## src/rtl/ifu_fetch.sv

```systemverilog
// Instruction fetch unit: owns the architectural PC, fetches one word at a time
// over a req/gnt/rvalid memory port and hands it to decode over valid/ready.
module ifu_fetch #(
  parameter logic [31:0] RESET_PC = 32'h0000_3000,
  parameter logic [31:0] IM_BASE  = 32'h0000_3000,
  parameter int unsigned IM_WORDS = 1024
) (
  input  logic        clk,
  input  logic        reset,
  output logic        imem_req,
  output logic [31:0] imem_addr,
  input  logic        imem_gnt,
  input  logic        imem_rvalid,
  input  logic [31:0] imem_rdata,
  output logic [31:0] instr,
  output logic        instr_valid,
  input  logic        instr_ready,
  input  logic [31:0] npc,
  output logic [31:0] pc,
  output logic [31:0] pc4,
  output logic        fetch_err,
  output logic [31:0] instr_count
);

  typedef enum logic [2:0] {
    S_IDLE  = 3'd0,
    S_REQ   = 3'd1,
    S_WAIT  = 3'd2,
    S_VALID = 3'd3,
    S_ERR   = 3'd4
  } state_e;

  // Bounds are held in 33 bits so IM_BASE + 4*IM_WORDS cannot wrap.
  localparam logic [32:0] IM_LO = {1'b0, IM_BASE};
  localparam logic [32:0] IM_HI = IM_LO + (33'(IM_WORDS) * 33'd4);

  function automatic logic npc_legal(input logic [31:0] addr);
    logic [32:0] addr33;
    addr33 = {1'b0, addr};
    return (addr[1:0] == 2'b00) && (addr33 >= IM_LO) && (addr33 < IM_HI);
  endfunction

  state_e      state_q, state_d;
  logic [31:0] pc_q, pc_d;
  logic [31:0] instr_q, instr_d;
  logic [31:0] count_q, count_d;
  logic        err_q, err_d;
  logic        imem_req_s;
  logic        instr_valid_s;
  logic        npc_ok_s;

  assign npc_ok_s = npc_legal(npc);

  // State and datapath registers.
  always_ff @(posedge clk or negedge reset) begin
    if (!reset) begin
      state_q <= S_IDLE;
      pc_q    <= RESET_PC;
      instr_q <= 32'h0000_0000;
      count_q <= 32'h0000_0000;
      err_q   <= 1'b0;
    end else begin
      state_q <= state_d;
      pc_q    <= pc_d;
      instr_q <= instr_d;
      count_q <= count_d;
      err_q   <= err_d;
    end
  end

  // Next-state logic; responses outside WAIT are dropped.
  always_comb begin
    state_d = state_q;
    case (state_q)
      S_IDLE: state_d = S_REQ;
      S_REQ: begin
        if (imem_gnt) state_d = S_WAIT;
        else          state_d = S_REQ;
      end
      S_WAIT: begin
        if (imem_rvalid) state_d = S_VALID;
        else             state_d = S_WAIT;
      end
      S_VALID: begin
        if (instr_ready) state_d = npc_ok_s ? S_REQ : S_ERR;
        else             state_d = S_VALID;
      end
      S_ERR:   state_d = S_ERR;
      default: state_d = S_IDLE;
    endcase
  end

  // Datapath next values: capture response, advance PC and count on acceptance.
  always_comb begin
    pc_d    = pc_q;
    instr_d = instr_q;
    count_d = count_q;
    err_d   = err_q;
    case (state_q)
      S_WAIT: begin
        if (imem_rvalid) instr_d = imem_rdata;
        else             instr_d = instr_q;
      end
      S_VALID: begin
        if (instr_ready) begin
          pc_d    = npc;
          count_d = count_q + 32'd1;
          err_d   = err_q | ~npc_ok_s;
        end else begin
          pc_d    = pc_q;
          count_d = count_q;
        end
      end
      default: begin
        pc_d = pc_q;
      end
    endcase
  end

  // Handshake outputs decoded from the state register.
  always_comb begin
    imem_req_s    = 1'b0;
    instr_valid_s = 1'b0;
    case (state_q)
      S_REQ:   imem_req_s    = 1'b1;
      S_VALID: instr_valid_s = 1'b1;
      default: begin
        imem_req_s    = 1'b0;
        instr_valid_s = 1'b0;
      end
    endcase
  end

  assign imem_req    = imem_req_s;
  assign imem_addr   = pc_q;
  assign instr       = instr_q;
  assign instr_valid = instr_valid_s;
  assign pc          = pc_q;
  assign pc4         = pc_q + 32'd4;
  assign fetch_err   = err_q;
  assign instr_count = count_q;

endmodule

```

## config.mk

```make
export PLATFORM = sky130hd
export DESIGN_NAME = ifu_fetch
export DESIGN_NICKNAME = d
export VERILOG_FILES = /design/src/rtl/ifu_fetch.sv
export SDC_FILE = /design/constraint.sdc
export NUM_CORES = 1
export LEC_CHECK = 0
export ABC_AREA = 1
export BUFFER_PORTS_ARGS = -buffer_cell sky130_fd_sc_hd__buf_2
export CAP_MARGIN = 20
export CORE_UTILIZATION = 49
export DETAILED_ROUTE_END_ITERATION = 10
export GPL_TIMING_DRIVEN = 0
export PLACE_DENSITY = 0.81
export SYNTH_ARGS = -nofsm -noshare
export SYNTH_HDL_FRONTEND = slang
export SYNTH_SLANG_ARGS = --single-unit
```

## constraint.sdc

```tcl
create_clock -name clk -period 1.9 [get_ports clk]
set_input_delay 0.095 -clock clk [delete_from_list [all_inputs] [get_ports clk]]
set_output_delay 0.095 -clock clk [all_outputs]
set_load 0.05 [all_outputs]
```

# Word-level counts from Yosys, hierarchy flattened
# Cells that the tools add are included.
# Widths: inputs -> output; s select.
[word_totals]
word_cells = 28
in_bits = 69
out_inout_bits = 163
register_bits = 100
[op_classes]
muxes = 7
order_cmp = 2
reduce_logical = 6
addsub = 2
n_eq_ne = 4
bitwise = 2
[ops]
columns = ["op", "n"]
rows = [
  ["$add 32x1->32 const B", 1],
  ["$add 32x3->32 const B", 1],
  ["$ge 32x14->1 const B", 1],
  ["$lt 32x15->1 const B", 1],
  ["$pmux 3 s5", 1],
  ["$eq 3x2->1 const B", 2],
  ["$mux 3", 2],
  ["$reduce_and 2->1", 2],
  ["$eq 3x1->1 const B", 1],
  ["$eq 3x3->1 const B", 1],
  ["$logic_not 3->1", 1],
  ["$mux 1", 3],
  ["$logic_and 1x1->1", 2],
  ["$logic_not 2->1", 1],
  ["$mux 2", 1],
  ["$not 1->1", 1],
  ["$or 1x1->1", 1],
]

# Depth between registers and ports, before layout
[depth]
ltp_word = 6
depth_mapped = 9
ltp_nobuf = 9

# Worst setup path after synthesis
# Ideal clock, no wire load.
[synth_timing]
kind = "register to output"
start = "register pc_q[2], in the netlist imem_addr[2]"
end = "output port pc4[16]"
setup_slack_ns = -0.614
path_buffers = 0
path_stages_with_launch = 7
arrival_time_ns = 2.419
required_time_ns = 1.805
cell_sequence = "dfrtp_1 -> ha_1 -> nand3_2 -> nor2_1 -> nand3_1 -> nor2_1 -> xor2_1"
[synth_between]
elab_chain_len = 1
[synth_rtl]
columns = ["element", "line_no", "source"]
rows = [
  ["from (decl)", "44", "logic [31:0] pc_q, pc_d;"],
  ["from (signal assigned)", "64", "pc_q <= pc_d;"],
  ["$add 32x3->32", "139", "assign pc4 = pc_q + 32'd4;"],
  ["to (decl)", "20", "output logic [31:0] pc4,"],
]
# No other way between the ends.

# Worst setup path after layout
[layout_timing]
start = "register pc_q[3], in the netlist imem_addr[3]"
end = "output port pc4[16]"
# Same word-level chain as after synthesis.

==> impl_metrics.py <==
metrics = {
    "timing": {
        "maxSlewHeadroom_pct": 62.8,
        "finish_stage_setup_viols": 26,
        "rsz0062_at_grt": "true",
        "timing.final.crit_share_pct": 117,
        "timing.final.max_slew_violations": 0,
        "fin_ws_ns": -0.314,
        "worst_pin_slew_ns": 0.559,
        "max_freq_mhz": 452,
        "period_needed_ns": 2.21,
        "hold_viol": 0,
        "fin_setup_tns_ns": -5.04,
        "worst_clock_skew_ns": 0.0103,
    },
    "critical_path": {
        "crit_fanout": 3,
        "worst_path_max_delay_cell": "sky130_fd_sc_hd__dfrtp_2",
        "slowest_delay_ns": 0.51,
        "start_point_of_the_critical_path": "imem_addr[3]",
        "path_type_of_the_worst_setup_path": "flip-flop to output pin",
        "rr_worst_depth": 5,
        "worst_r2r_startpoint": "state_q[2]",
        "crit_family": "simple AND/OR/NAND/NOR gates",
        "cp_data_arrival_time_ns": 2.12,
        "critical_path.startpoint_type": "flip-flop",
        "critPathCapture": "pc4[16]",
        "r2r_setup_slk_ns": 0.18,
        "worst_ep_required_time_ns": 1.80,
        "timing.rr.end": "imem_addr[5]",
        "cp.depth": 7,
        "timing.critical_path.to_type": "output pin",
        "critical_path.cell_chain": "ha_4, nand3_4, nor2_4, nand3_4, nor2_4, xor2_4, buf_6",
        "critical_path_buf_inv_count": 1,
    },
    "global_route": {
        "global_route.overflow_total": 0,
        "grt_first_pass_wirelength_microns": 30900,
        "grt_antenna_before_repair": 2,
        "maximum_number_of_pins_on_one_net_before_global_route_repair": 64,
        "grtUsageTotal_pct": 34.2,
        "number_of_global_route_vias_before_repair": 6356,
    },
    "final_layout": {
        "final_nets": 1179,
        "area_occupied_by_multi_input_gates_sq_um": 2960,
        "area.growth.synth_to_final_pct": 58.5,
        "finish.instance_area_sq_um": 8860,
        "layout.area.seq_sq_um": 2530,
        "drive_gt1_share_pct": 39.9,
        "fillerInstances": 655,
        "final_core_util_pct": 80.6,
    },
    "yosys": {
        "synth.avg_cell_area_sq_um": 7.31,
        "ys_top_cells_by_area": "sky130_fd_sc_hd__dfrtp_1 (44%), sky130_fd_sc_hd__nand2_1 (21%), sky130_fd_sc_hd__nor2_1 (5.2%)",
        "ys_types": 25,
        "synth-seq-cells": 100,
        "syn_nets": 835,
        "yosys_warnings": 0,
        "synth_seq_area_share_pct": 44.8,
        "synth_area_sq_um": 5590,
        "yosys.area.top_type": "sky130_fd_sc_hd__dfrtp_1",
        "synth_top_cell_area_share_pct": 43.9,
        "post_synth_inst_count": 764,
    },
    "pwr": {
        "p_leak_nw": 4.55,
        "final_total_pwr_mw": 16.6,
        "power_density_nw_per_um2": 1870,
        "vdd_drop_max_mv": 2.00,
    },
    "floorplanning": {
        "ioPinCount": 232,
        "die-width_microns": 109,
        "core_region_area_sq_um": 11000,
        "floorplan.initialDensity_pct": 50.9,
        "number_of_placement_rows": 38,
        "fp.dieArea_sq_um": 11800,
        "dieHeight_microns": 109,
    },
    "cts": {
        "cts_max_level": 3,
        "clock_tree_from_tritoncts": "done",
        "clk-insertion-delay-late_ns": 0.34,
        "cts.clk_slew.worst_paths_ns": 0.08,
        "clkSinkCount": 100,
        "clock-root-buffer": "sky130_fd_sc_hd__clkbuf_16",
        "cts_inserted_buffers": 9,
        "cts_max_path_buffers": 2,
    },
    "route": {
        "dr_total_vias": 6820,
        "drt.antenna.violating_nets": 0,
        "initialDrtViolationCount": 778,
        "vias_per_cell": 5.43,
        "route.detailed.wl_per_inst_microns": 18.5,
        "drtPass1Iterations": 9,
        "drt_wl_total_microns": 23200,
        "drt_drc_violations_left": 1,
    },
    "placed_design": {
        "placement.cell_area_sq_um": 7150,
        "total_of_buffers_placed_on_input_and_output_ports": 230,
        "globalplace.congestion": 0.973,
        "place_hpwl_microns": 12300,
        "dp_worst_setup_slack_ns": -0.223,
    },
    "worst_hold_path": {
        "hold_path_class": "input pin to flip-flop",
    },
    "status": {
        "status": "complete, but fails checks",
        "violations": "DRC, setup timing",
    },
    "job": {
        "maximum_capacitance_violations": 0,
    },
}
-- routing by layer --
metal | global-route usage, % | vias to the layer above | share of wire (%) | routed length, microns
li1 | - | 3023 | - | -
met1 | 38.2 | 3156 | 34 | 7980
met2 | 59.4 | 501 | 48 | 11000
met3 | 9.32 | 140 | 12 | 2690
met4 | 17.8 | 0 | 6.4 | 1480
met5 | 0 | - | 0 | 0
-- metrics by stage --
stage	hold slack [ns]	instances
after floorplan	-0.201	764
after global placement	0.295	1134
after detailed placement	0.111	1135
after CTS	0.00130	1234
after global routing	0.0187	1254
final	0.00914	1255
-- cells in the final DEF, fill, tap and decap left out, types with 3 or more instances in the layout --
cell type / count
sky130_fd_sc_hd__nand2_1: 289
sky130_fd_sc_hd__buf_2: 214
sky130_fd_sc_hd__dfrtp_1: 82
sky130_fd_sc_hd__buf_4: 74
sky130_fd_sc_hd__inv_1: 71
sky130_fd_sc_hd__dlygate4sd3_1: 60
sky130_fd_sc_hd__nor2_1: 57
sky130_fd_sc_hd__o21ai_0: 33
sky130_fd_sc_hd__nand3_1: 24
sky130_fd_sc_hd__buf_6: 22
sky130_fd_sc_hd__nor2_4: 16
sky130_fd_sc_hd__nand4_1: 16
sky130_fd_sc_hd__dfrtp_2: 16
sky130_fd_sc_hd__nor2_2: 15
sky130_fd_sc_hd__nand2_2: 12
sky130_fd_sc_hd__xor2_1: 10
sky130_fd_sc_hd__clkbuf_16: 9
sky130_fd_sc_hd__xnor2_1: 8
sky130_fd_sc_hd__nor3_2: 7
sky130_fd_sc_hd__nand3_2: 7
sky130_fd_sc_hd__nor3_1: 6
sky130_fd_sc_hd__nor3_4: 6
sky130_fd_sc_hd__nand2_4: 5
sky130_fd_sc_hd__clkbuf_1: 5
sky130_fd_sc_hd__xor2_2: 5
sky130_fd_sc_hd__xor2_4: 5
sky130_fd_sc_hd__inv_2: 4
sky130_fd_sc_hd__nand3_4: 4
sky130_fd_sc_hd__nand3b_1: 3
sky130_fd_sc_hd__buf_8: 3
-- cell usage after synthesis --
cell / number
sky130_fd_sc_hd__nand2_1: 306
sky130_fd_sc_hd__dfrtp_1: 98
sky130_fd_sc_hd__nor2_1: 77
sky130_fd_sc_hd__inv_1: 76
sky130_fd_sc_hd__o21ai_0: 36
sky130_fd_sc_hd__buf_4: 34
sky130_fd_sc_hd__nand3_1: 28
sky130_fd_sc_hd__xor2_1: 20
sky130_fd_sc_hd__nor3_1: 17
sky130_fd_sc_hd__nand4_1: 16
sky130_fd_sc_hd__buf_2: 10
sky130_fd_sc_hd__xnor2_1: 9
sky130_fd_sc_hd__nand3_2: 7
sky130_fd_sc_hd__nor2_2: 7
sky130_fd_sc_hd__clkbuf_1: 4
sky130_fd_sc_hd__nor2_4: 4
sky130_fd_sc_hd__nand3b_1: 3
sky130_fd_sc_hd__a21oi_1: 2
sky130_fd_sc_hd__dfstp_2: 2
sky130_fd_sc_hd__ha_1: 2
sky130_fd_sc_hd__nand4_2: 2
sky130_fd_sc_hd__inv_2: 1
sky130_fd_sc_hd__nor3_2: 1
sky130_fd_sc_hd__nor3_4: 1
sky130_fd_sc_hd__o211ai_1: 1
-- repair_timing --
item,4_1_cts,5_1_grt
hold buffers,60,0
pin swaps,23,18
gates resized for setup,96,38
buffers inserted,23,19
hold endpoints to repair,94,0
endpoints found under the setup margin,23,25
-- power breakdown --
group	leakage, nW	total [mW]	switching (mW)	internal [mW]
clock network	0.142	1.80	0.855	0.946
registers	1.26	3.84	0.942	2.90
logic	3.14	10.9	7.91	3.04
total	4.55	16.6	9.71	6.88
-- state kept, by name, summed over array words and instances, names as in the netlist --
signal	cells
instr_count	32
instr	32
fetch_err	1
imem_addr	32
state_q	3
-- tightest hold or removal path, cell delays in order --
cell and delay [ns]:
sky130_fd_sc_hd__buf_2 0.10, sky130_fd_sc_hd__nand2_1 0.05, sky130_fd_sc_hd__o21ai_0 0.06
-- cell type report --
cell class,count,share of cell area (%)
Tap cell,140,1.98
Multi-Input combinational cell,539,33.4
Timing Repair Buffer,333,25.9
Sequential cell,100,28.6
Inverter,77,3.33
Clock buffer,11,2.74
Clock inverter,5,0.480
Antenna cell,2,0.0565
Buffer,48,3.62
-- logic make-up after synthesis --
group	synth area share (%)
buffers and inverters	10.9
and+or+nand+nor	35.7
xor gates and xnor gates	4.55
DFF	44.8
adders and majority gates	0.448
AOI/OAI and AO/OA	3.54
-- worst min path at each step --
stage | startpoint | slack [ns] | endpoint | cells after the start
final | npc[29] | 0.009 | imem_addr[29] | 3
after global routing | npc[29] | 0.02 | imem_addr[29] | 3
after CTS | npc[29] | 0.001 | imem_addr[29] | 3
after detailed placement | reset | 0.11 | instr_count[23] | 1
after global placement | imem_rdata[4] | 0.29 | instr[4] | 3
after floorplan | reset | -0.20 | fetch_err | 0
No activity file was read; power rests on OpenSTA's default activity.
